$ cat config.mk
export PLATFORM = sky130hd
export DESIGN_NAME = uart_tx_flat
export DESIGN_NICKNAME = d
export VERILOG_FILES = /design/src/rtl/uart_pkg.sv /design/src/rtl/uart_tx_if.sv /design/src/rtl/uart_bit_timer.sv /design/src/rtl/uart_tx.sv /design/src/flat_wrapper.sv
export SDC_FILE = /design/constraint.sdc
export NUM_CORES = 1
export LEC_CHECK = 0
export CORE_UTILIZATION = 51
export DETAILED_ROUTE_END_ITERATION = 7
export PLACE_DENSITY = 0.84
export SLEW_MARGIN = 10
export SYNTH_ARGS = -nofsm -noshare
export SYNTH_HDL_FRONTEND = slang
export SYNTH_HIERARCHICAL = 1
export SYNTH_SLANG_ARGS = --single-unit
export TNS_END_PERCENT = 30
$ cat constraint.sdc
create_clock -name clk -period 2.4 [get_ports clk]
set_input_delay 0.36 -clock clk [delete_from_list [all_inputs] [get_ports clk]]
set_output_delay 0.36 -clock clk [all_outputs]
set_load 0.05 [all_outputs]
$ cat src/rtl/uart_pkg.sv
// Shared UART definitions: FSM state encoding (common with the receiver),
// data width and default bit period.
package uart_pkg;

  localparam int DATA_W           = 8;
  localparam int IDX_W            = $clog2(DATA_W);
  localparam int CLKS_PER_BIT_DEF = 16;

  typedef enum logic [2:0] {
    S_IDLE   = 3'd0,
    S_START  = 3'd1,
    S_DATA   = 3'd2,
    S_STOP   = 3'd3,
    S_PARITY = 3'd4
  } uart_state_e;

  function automatic logic even_parity(input logic [DATA_W-1:0] b);
    return ^b;
  endfunction

endpackage

$ cat src/rtl/uart_tx_if.sv
// Byte-producer to transmitter handshake bundle.
// A byte moves when data_valid && ready are both high at a rising clk edge;
// data is only looked at on that edge and ready never depends on data_valid.
interface uart_tx_if;
  import uart_pkg::*;

  logic [DATA_W-1:0] data;
  logic              data_valid;
  logic              ready;

  modport master (output data, output data_valid, input ready);
  modport slave  (input data, input data_valid, output ready);

endinterface

$ cat src/rtl/uart_bit_timer.sv
// Bit-period counter: counts 0..CLKS_PER_BIT-1, wraps on bit_end, held at 0
// while clear_i is high.
module uart_bit_timer #(
  parameter int CLKS_PER_BIT = 16,
  parameter int CNT_W        = 16
) (
  input  logic clk,
  input  logic rst,
  input  logic clear_i,
  output logic bit_end_o
);

  localparam logic [CNT_W-1:0] LAST = CNT_W'(CLKS_PER_BIT - 1);

  logic [CNT_W-1:0] cnt_q;
  logic [CNT_W-1:0] cnt_d;

  assign bit_end_o = (cnt_q == LAST);

  always_comb begin
    cnt_d = cnt_q + CNT_W'(1);
    if (clear_i || bit_end_o) begin
      cnt_d = '0;
    end
  end

  always_ff @(posedge clk or posedge rst) begin
    if (rst) begin
      cnt_q <= '0;
    end else begin
      cnt_q <= cnt_d;
    end
  end

endmodule

$ cat src/rtl/uart_tx.sv
// 8N1 UART transmitter with registered outputs and a valid/ready byte input.
// Define UART_TX_PARITY_EN to insert an even-parity bit before the stop bit.
module uart_tx
  import uart_pkg::*;
#(
  parameter int CLKS_PER_BIT = CLKS_PER_BIT_DEF,
  parameter int CNT_W        = 16
) (
  input  logic        clk,
  input  logic        rst,
  uart_tx_if.slave    bus,
  output logic        tx,
  output logic        tx_done,
  output uart_state_e state_dbg
);

  uart_state_e       state_q, state_d;
  logic [DATA_W-1:0] shift_q, shift_d;
  logic [IDX_W-1:0]  idx_q,   idx_d;
  logic              tx_q,    tx_d;
  logic              ready_q, ready_d;
  logic              done_q,  done_d;
  logic              timer_clr;
  logic              bit_end;
`ifdef UART_TX_PARITY_EN
  logic              parity_q, parity_d;
`endif

  uart_bit_timer #(
    .CLKS_PER_BIT (CLKS_PER_BIT),
    .CNT_W        (CNT_W)
  ) u_timer (
    .clk       (clk),
    .rst       (rst),
    .clear_i   (timer_clr),
    .bit_end_o (bit_end)
  );

  always_comb begin
    state_d   = state_q;
    shift_d   = shift_q;
    idx_d     = idx_q;
    tx_d      = tx_q;
    ready_d   = ready_q;
    done_d    = 1'b0;
    timer_clr = 1'b0;
`ifdef UART_TX_PARITY_EN
    parity_d  = parity_q;
`endif
    case (state_q)
      S_IDLE: begin
        tx_d      = 1'b1;
        ready_d   = 1'b1;
        timer_clr = 1'b1;
        if (bus.data_valid && ready_q) begin
          shift_d = bus.data;
          idx_d   = '0;
          state_d = S_START;
          ready_d = 1'b0;
          tx_d    = 1'b0;
`ifdef UART_TX_PARITY_EN
          // Parity comes from the byte as accepted, not the shifting copy.
          parity_d = even_parity(bus.data);
`endif
        end
      end
      S_START: begin
        if (bit_end) begin
          state_d = S_DATA;
          idx_d   = '0;
          tx_d    = shift_q[0];
        end
      end
      S_DATA: begin
        if (bit_end) begin
          if (idx_q != IDX_W'(DATA_W - 1)) begin
            shift_d = shift_q >> 1;
            idx_d   = idx_q + IDX_W'(1);
            tx_d    = shift_q[1];
          end else begin
`ifdef UART_TX_PARITY_EN
            state_d = S_PARITY;
            tx_d    = parity_q;
`else
            state_d = S_STOP;
            tx_d    = 1'b1;
`endif
          end
        end
      end
`ifdef UART_TX_PARITY_EN
      S_PARITY: begin
        if (bit_end) begin
          state_d = S_STOP;
          tx_d    = 1'b1;
        end
      end
`endif
      S_STOP: begin
        if (bit_end) begin
          state_d = S_IDLE;
          ready_d = 1'b1;
          done_d  = 1'b1;
          tx_d    = 1'b1;
        end
      end
      default: begin
        // Unreachable encodings fall back to a quiet, idle line.
        state_d   = S_IDLE;
        tx_d      = 1'b1;
        ready_d   = 1'b1;
        timer_clr = 1'b1;
      end
    endcase
  end

  always_ff @(posedge clk or posedge rst) begin
    if (rst) begin
      state_q  <= S_IDLE;
      shift_q  <= '0;
      idx_q    <= '0;
      tx_q     <= 1'b1;
      ready_q  <= 1'b1;
      done_q   <= 1'b0;
`ifdef UART_TX_PARITY_EN
      parity_q <= 1'b0;
`endif
    end else begin
      state_q  <= state_d;
      shift_q  <= shift_d;
      idx_q    <= idx_d;
      tx_q     <= tx_d;
      ready_q  <= ready_d;
      done_q   <= done_d;
`ifdef UART_TX_PARITY_EN
      parity_q <= parity_d;
`endif
    end
  end

  assign bus.ready = ready_q;
  assign tx        = tx_q;
  assign tx_done   = done_q;
  assign state_dbg = state_q;

endmodule

$ cat src/flat_wrapper.sv
// flat-port wrapper written by rule: the top's interface ports become plain ports
module uart_tx_flat import uart_pkg::*;
#(
  parameter int CLKS_PER_BIT = CLKS_PER_BIT_DEF,
  parameter int CNT_W        = 16
)
  (clk, rst, tx, tx_done, state_dbg, bus_data, bus_data_valid, bus_ready);
  uart_tx_if bus_i ();
  input  logic clk;
  input  logic rst;
  output logic tx;
  output logic tx_done;
  output uart_state_e state_dbg;
  input wire logic [$bits(bus_i.data)-1:0] bus_data;
  input wire logic [$bits(bus_i.data_valid)-1:0] bus_data_valid;
  output wire logic [$bits(bus_i.ready)-1:0] bus_ready;
  assign bus_i.data = bus_data;
  assign bus_i.data_valid = bus_data_valid;
  assign bus_ready = bus_i.ready;
  uart_tx #(.CLKS_PER_BIT(CLKS_PER_BIT), .CNT_W(CNT_W)) u_core (.clk(clk), .rst(rst), .bus(bus_i), .tx(tx), .tx_done(tx_done), .state_dbg(state_dbg));
endmodule
==> results of run 1 <==
-- through the flow --
stage | power, mW | worst slack (ns)
after global placement | 1.726 | 0.09810
after global routing | 2.252 | 0.05777
after CTS | 2.108 | 0.04036
after detailed placement | 1.782 | 0.06222
final | 2.118 | 0.1541
after floorplan | 1.610 | 0.05977
-- layout make-up --
class                           count  area [µm²]
Tap cell                           44       55.05
Inverter                           10       37.54
Clock buffer                        6       51.30
Sequential cell                    32       803.3
Multi-Input combinational cell    113       859.6
Fill cell                         255        1119
Timing Repair Buffer               24       217.7
Clock inverter                      2       10.01
-- synthesized netlist by cell type (2+ instances only) --
cell type / number / area, µm²
or4_1: 3 / 22.52
nor2_1: 22 / 82.58
a41oi_1: 2 / 17.52
xnor2_1: 13 / 113.9
nor2b_1: 2 / 12.51
a21oi_1: 2 / 10.01
mux2_2: 16 / 180.2
nand3_1: 6 / 30.03
inv_1: 10 / 37.54
dfstp_2: 2 / 52.55
a211o_1: 2 / 17.52
o2bb2ai_1: 2 / 17.52
nand2_1: 4 / 15.01
buf_4: 4 / 30.03
nor3_1: 4 / 20.02
nand4_1: 4 / 25.02
nor4_1: 4 / 25.02
dfrtp_1: 30 / 750.7
ha_1: 8 / 100.1
-- timing repair --
item	4_1_cts	5_1_grt
resized for setup	0	0
setup buffers	0	1
hold endpoints to repair	0	0
endpoints found under the setup margin	0	7
-- worst max path at each step --
stage                            start           endpoint  slack, ns  depth (start not counted)
6_report       u_core/u_timer/cnt_q[6]  u_core/shift_q[2]       0.15                          7
5_1_grt        u_core/u_timer/cnt_q[6]  u_core/shift_q[2]       0.06                          7
4_1_cts        u_core/u_timer/cnt_q[6]  u_core/shift_q[5]       0.04                          6
3_5_place_dp   u_core/u_timer/cnt_q[6]  u_core/shift_q[5]       0.06                          6
3_3_place_gp   u_core/u_timer/cnt_q[6]  u_core/shift_q[3]        0.1                          6
2_1_floorplan  u_core/u_timer/cnt_q[8]  u_core/shift_q[0]       0.06                          6
-- power by group through the flow --
| stage | clock network (mW) | registers (mW) | logic, mW |
|---|---|---|---|
| after floorplan | 0 | 0.875 | 0.735 |
| after global placement | 0 | 0.783 | 0.944 |
| after detailed placement | 0 | 0.794 | 0.988 |
| after CTS | 0.336 | 0.783 | 0.989 |
| after global routing | 0.355 | 0.803 | 1.09 |
| final | 0.323 | 0.783 | 1.01 |
-- sequential cells by signal, summed over array words and instances, names as in the netlist --
register / flops
u_core/u_timer/cnt_q: 16
u_core/shift_q: 8
u_core/state_dbg: 2
u_core/idx_q: 3
u_core/bus.ready: 1
u_core/tx_done: 1
u_core/tx: 1
-- critical path, cell delays in order, from the launching register on --
cell	delay [ns]
dfrtp_1	0.43
or4_1	0.52
nor4_2	0.25
buf_4	0.17
nand2b_4	0.06
a211oi_4	0.18
buf_4	0.19
mux2_1	0.34
-- kinds of logic (layout without fill, tap and decap cells) --
logic type	Yosys count	count (layout)	synth area share, %
AOI/OAI and AO/OA	17	17	8.406
xor gates and xnor gates	14	14	6.980
adders and majority gates	8	8	5.698
buffers and inverters	16	42	5.342
DFF	32	32	45.73
muxes	17	17	10.90
other	1	1	0.2135
and+or+nand+nor	56	56	16.74
-- placed cells by master (no fill, tap or decap), types with 3 or more instances in the layout --
master / netlist / final
buf_4: 4 / 9
clkbuf_4: 0 / 5
or4_1: 3 / 3
nand2_1: 4 / 4
xnor2_1: 13 / 13
nand4_1: 4 / 4
dfrtp_1: 30 / 30
nor2_1: 22 / 22
mux2_2: 16 / 16
nor4_1: 4 / 4
clkdlybuf4s50_1: 0 / 15
nand3_1: 6 / 6
ha_1: 8 / 8
inv_1: 10 / 10
nor3_1: 4 / 4
-- routing by layer --
metal	routed length, µm	up-vias
met5	0	-
met4	59	0
met3	169	9
met2	1656	30
met1	1408	642
li1	-	608
==> flow_summary.yaml, run 1 <==
finish:
  stdcell_area_mm2: 0.002034
  fin_util_pct: 64.52
  drive_above_1_share_pct: 21.39
  layoutNonFillerInstCount: 231
  antennaDiodeCount: 0
  layout.nets: 205
  syn_to_final_growth_pct: 15.81
cts:
  clkSinkCount: 32
  hold_buffers: 0
  tritoncts: "yes"
  path_clk_slew_ns: 0.10
  cts_root_buffer: "clkbuf_4"
  clock_latency_ns: 0.34
  cts_buffers: 5
  cts_max_level: 2
  cts_buffer_depth: 2
logic_synthesis:
  ys_warn_count: 6
  syn_inst: 161
  yosysUniqueCellTypes: 40
  syn_avg_cell_area_um2: 10.91
  async_reset_ff_share_pct: 100.0
  ys_seq_area_share_pct: 45.73
  ys_ff_latch: 32
  synth_edf_count: 0
  syn-cell-area_mm2: 0.001757
  synth_nets: 180
  synth_ff_type: "dfrtp_1"
pwr:
  switching_share_pct: 38.67
  power_frac_comb_pct: 47.8
  power.density_mw_per_mm2: 1041
  internal_power_mw: 1.299
  power_leakage_nw: 0.8994
  p_clk_share_pct: 15.2
  p_seq_share_pct: 37.0
  ir_drop_uv: 517.0
  power.switching_mw: 0.8191
worst_setup_path:
  reg2reg_depth: 7
  timing.rr.start: "u_core/u_timer/cnt_q[6]"
  endpoint_kind: "flip-flop"
  crit_arrival_ns: 2.48
  required_ns: 2.63
  r2r-end: "u_core/shift_q[2]"
  cp-start-kind: "flip-flop"
  rrSetupSlack_ns: 0.15
  worstSetupPathType: "reg2reg"
  crit_fanout: 8
floorplan:
  die_w_um: 60.69
  coreArea_mm2: 0.003153
  initial_core_util_pct: 55.71
  die_h_um: 60.69
  fp-row-count: 20
  ioPinCount: 17
  die-area_mm2: 0.003683
sta:
  fmax_ghz: 0.4453
  finalSetupViolations: 0
  finalCritPeriodShare_pct: 93.58
  relSlewSlack_pct: 59.92
  hold_slack_ns: 0.3967
  fin_worst_skew_ns: 0.009127
  fin_tns_setup_ns: 0
  hold_violations: 0
  rsz0062_at_grt: "no"
  slew_viol_final: 0
  period_needed_ns: 2.246
  tightest_slew_ns: 0.6006
place:
  finalWeightedCongestion: 0.8592
  placed_cell_area_mm2: 0.001966
  dp.cells: 222
  dpl.hpwl_um: 2470
  port-buffer-count: 15
global_routing:
  grt_pass1_wl_um: 5775
  use_met3_pct: 5.970
  use_met1_pct: 24.45
  grt_util_all_layers_pct: 21.61
  grt-busiest-layer: "met2"
  grt.met2_usage_pct: 38.46
  antenna_found_initial: 0
  grt_max_degree: 17
  grt_pass1_vias: 1324
  grt_overflow: 0
routing:
  drtPass1Iterations: 4
  first_iter_violations: 46
  drcViolationCount: 0
  wirelength_um: 3294
  vias_per_cell: 5.580
  postRouteAntennaNets: 0
  num_vias: 1289
  wl_per_cell_um: 14.26
run:
  drv_cap: 0
worst_hold_path:
  hp-class: "in2async"
run_status:
  status: "completed"
No activity file was read; power rests on OpenSTA's default activity.
==> run 2: changes to the inputs <==
CORE_UTILIZATION = 56   (was 51)
DONT_BUFFER_PORTS = 1   (was unset)
PLACE_DENSITY = 0.83   (was 0.84)
SLEW_MARGIN = 30   (was 10)
==> flow_summary.yaml, run 2 (same netlist as run 1, synthesis figures left out) <==
sta:
  finalCritPeriodShare_pct: 95.58
  fin_worst_skew_ns: 0.01094
  fmax_ghz: 0.4359
  tightest_slew_ns: 0.6069
  finalSetupViolations: 0
  hold_violations: 0
  rsz0062_at_grt: "no"
  slew_viol_final: 0
  relSlewSlack_pct: 59.50
  period_needed_ns: 2.294
  hold_slack_ns: 0.2180
global_routing:
  antenna_found_initial: 0
  grt_util_all_layers_pct: 22.67
  grt_overflow: 0
  grt_pass1_vias: 1235
  grt_max_degree: 17
  grt_pass1_wl_um: 5547
pwr:
  ir_drop_uv: 613.0
  power_leakage_nw: 0.8698
  p_seq_share_pct: 38.4
  internal_power_mw: 1.297
  p_clk_share_pct: 14.8
  power.density_mw_per_mm2: 1114
  power.switching_mw: 0.8419
  power_frac_comb_pct: 46.8
  switching_share_pct: 39.36
routing:
  wl_per_cell_um: 16.43
  drcViolationCount: 4
  first_iter_violations: 126
  num_vias: 1274
  wirelength_um: 3417
  vias_per_cell: 6.125
  drtPass1Iterations: 6
  postRouteAntennaNets: 0
floorplan:
  fp-row-count: 19
  ioPinCount: 17
  coreArea_mm2: 0.002853
  initial_core_util_pct: 61.58
  die-area_mm2: 0.003365
  die_w_um: 58.01
  die_h_um: 58.01
worst_setup_path:
  cp-start-kind: "flip-flop"
  cp_top_family: "simple AND/OR/NAND/NOR gates"
  endpoint_kind: "flip-flop"
  critPathMaxStageDelay_ns: 0.53
  crit_arrival_ns: 2.52
  worstSetupPathType: "reg2reg"
  worstPathBufferInverterCount: 2
  cp_slowest_cell: "or4_1"
  crit_fanout: 8
  path_cells: "or4_1, nor4_2, buf_4, nand2b_4, a211oi_4, buf_12, mux2_2"
  required_ns: 2.62
finish:
  reg_top3: "u_core/u_timer/cnt_q x16, u_core/shift_q x8, u_core/idx_q x3"
  top_register: "u_core/u_timer/cnt_q"
  antennaDiodeCount: 0
  fin_util_pct: 67.32
  largest_register_ffs: 16
  drive_above_1_share_pct: 24.86
  layout_commonest_cell: "dfrtp_1"
  layout.nets: 195
  syn_to_final_growth_pct: 9.330
  final_cell_mix: "dfrtp_1 (30), nor2_1 (22), mux2_2 (16)"
cts:
  cts_buffer_depth: 2
  clock_latency_ns: 0.33
  path_clk_slew_ns: 0.10
  cts_resized: 0
  tritoncts: "yes"
  clkSinkCount: 32
  cts_root_buffer: "clkbuf_4"
  cts_max_level: 2
  cts_buffers: 5
run:
  drv_cap: 0
run_status:
  status: "complete, but fails checks"
  failed_checks: "DRC"
place:
  port-buffer-count: 0
  finalWeightedCongestion: 0.9249
  dpl.hpwl_um: 2459
worst_hold_path:
  hp-class: "in2reg"
-- run 2: cell count changes in the layout (fill, tap and decap cells not counted) --
cell / before / now
dlygate4sd3_1: 0 / 1
buf_4: 9 / 12
clkdlybuf4s50_1: 15 / 0
buf_12: 0 / 1
-- run 2: worst paths after layout --
check	startpoint	end	slack, ns	cells after the start
max	u_core/u_timer/cnt_q[13]	u_core/shift_q[0]	0.11	7
min	bus_data[7]	u_core/shift_q[7]	0.22	2
max reg2reg	u_core/u_timer/cnt_q[13]	u_core/shift_q[0]	0.11	7
min reg2reg	u_core/u_timer/cnt_q[0]	u_core/u_timer/cnt_q[0]	0.49	1
max in group asynchronous	rst	u_core/shift_q[2]	1.45	2
min in group asynchronous	rst	u_core/u_timer/cnt_q[2]	0.53	2
-- run 2: what timing repair did --
action / CTS / global route
buffers inserted: 0 / 3
setup endpoints to repair: 6 / 7
endpoints found under the hold margin: 30 / 0
pin swaps: 1 / 1
hold buffers: 1 / 0
-- run 2: worst reg2reg max path, cell delays in order, from the launching register on --
cell	delay [ns]
dfrtp_1	0.38
or4_1	0.53
nor4_2	0.28
buf_4	0.19
nand2b_4	0.06
a211oi_4	0.26
buf_12	0.16
mux2_2	0.34
-- run 2: area by class of cell --
type,count,area (µm²)
Fill cell,222,932.1
Multi-Input combinational cell,113,859.6
Timing Repair Buffer,14,120.1
Inverter,10,37.54
Sequential cell,32,803.3
Tap cell,31,38.79
Clock buffer,6,51.30
Clock inverter,2,10.01
-- run 2: through the flow --
stage	worst slack, ns	cells	setup TNS (ns)	power, mW	cell area, µm²
2_1_floorplan	0.05977	161	0	1.610	1757
4_1_cts	0.003783	205	0	2.081	1886
3_5_place_dp	-0.01601	196	-0.02251	1.755	1814
5_1_grt	0.03486	208	0	2.282	1921
6_report	0.1061	208	0	2.139	1921
3_3_place_gp	0.06047	196	0	1.695	1814
-- run 2: power by group through the flow --
stage	sequential (mW)	clock (mW)	combinational [mW]
2_1_floorplan	0.875	0	0.735
3_3_place_gp	0.816	0	0.879
3_5_place_dp	0.831	0	0.924
4_1_cts	0.820	0.331	0.931
5_1_grt	0.834	0.355	1.09
6_report	0.821	0.317	1.00
-- run 2: routing by layer --
metal | GRT usage (%) | routed length (µm) | up-vias | share of wire (%)
met2 | 39.24 | 1801 | 44 | 53
met5 | 0 | 0 | - | 0
met4 | 10.20 | 74 | 0 | 2.2
li1 | - | - | 594 | -
met1 | 26.28 | 1359 | 627 | 40
met3 | 6.027 | 181 | 9 | 5.3
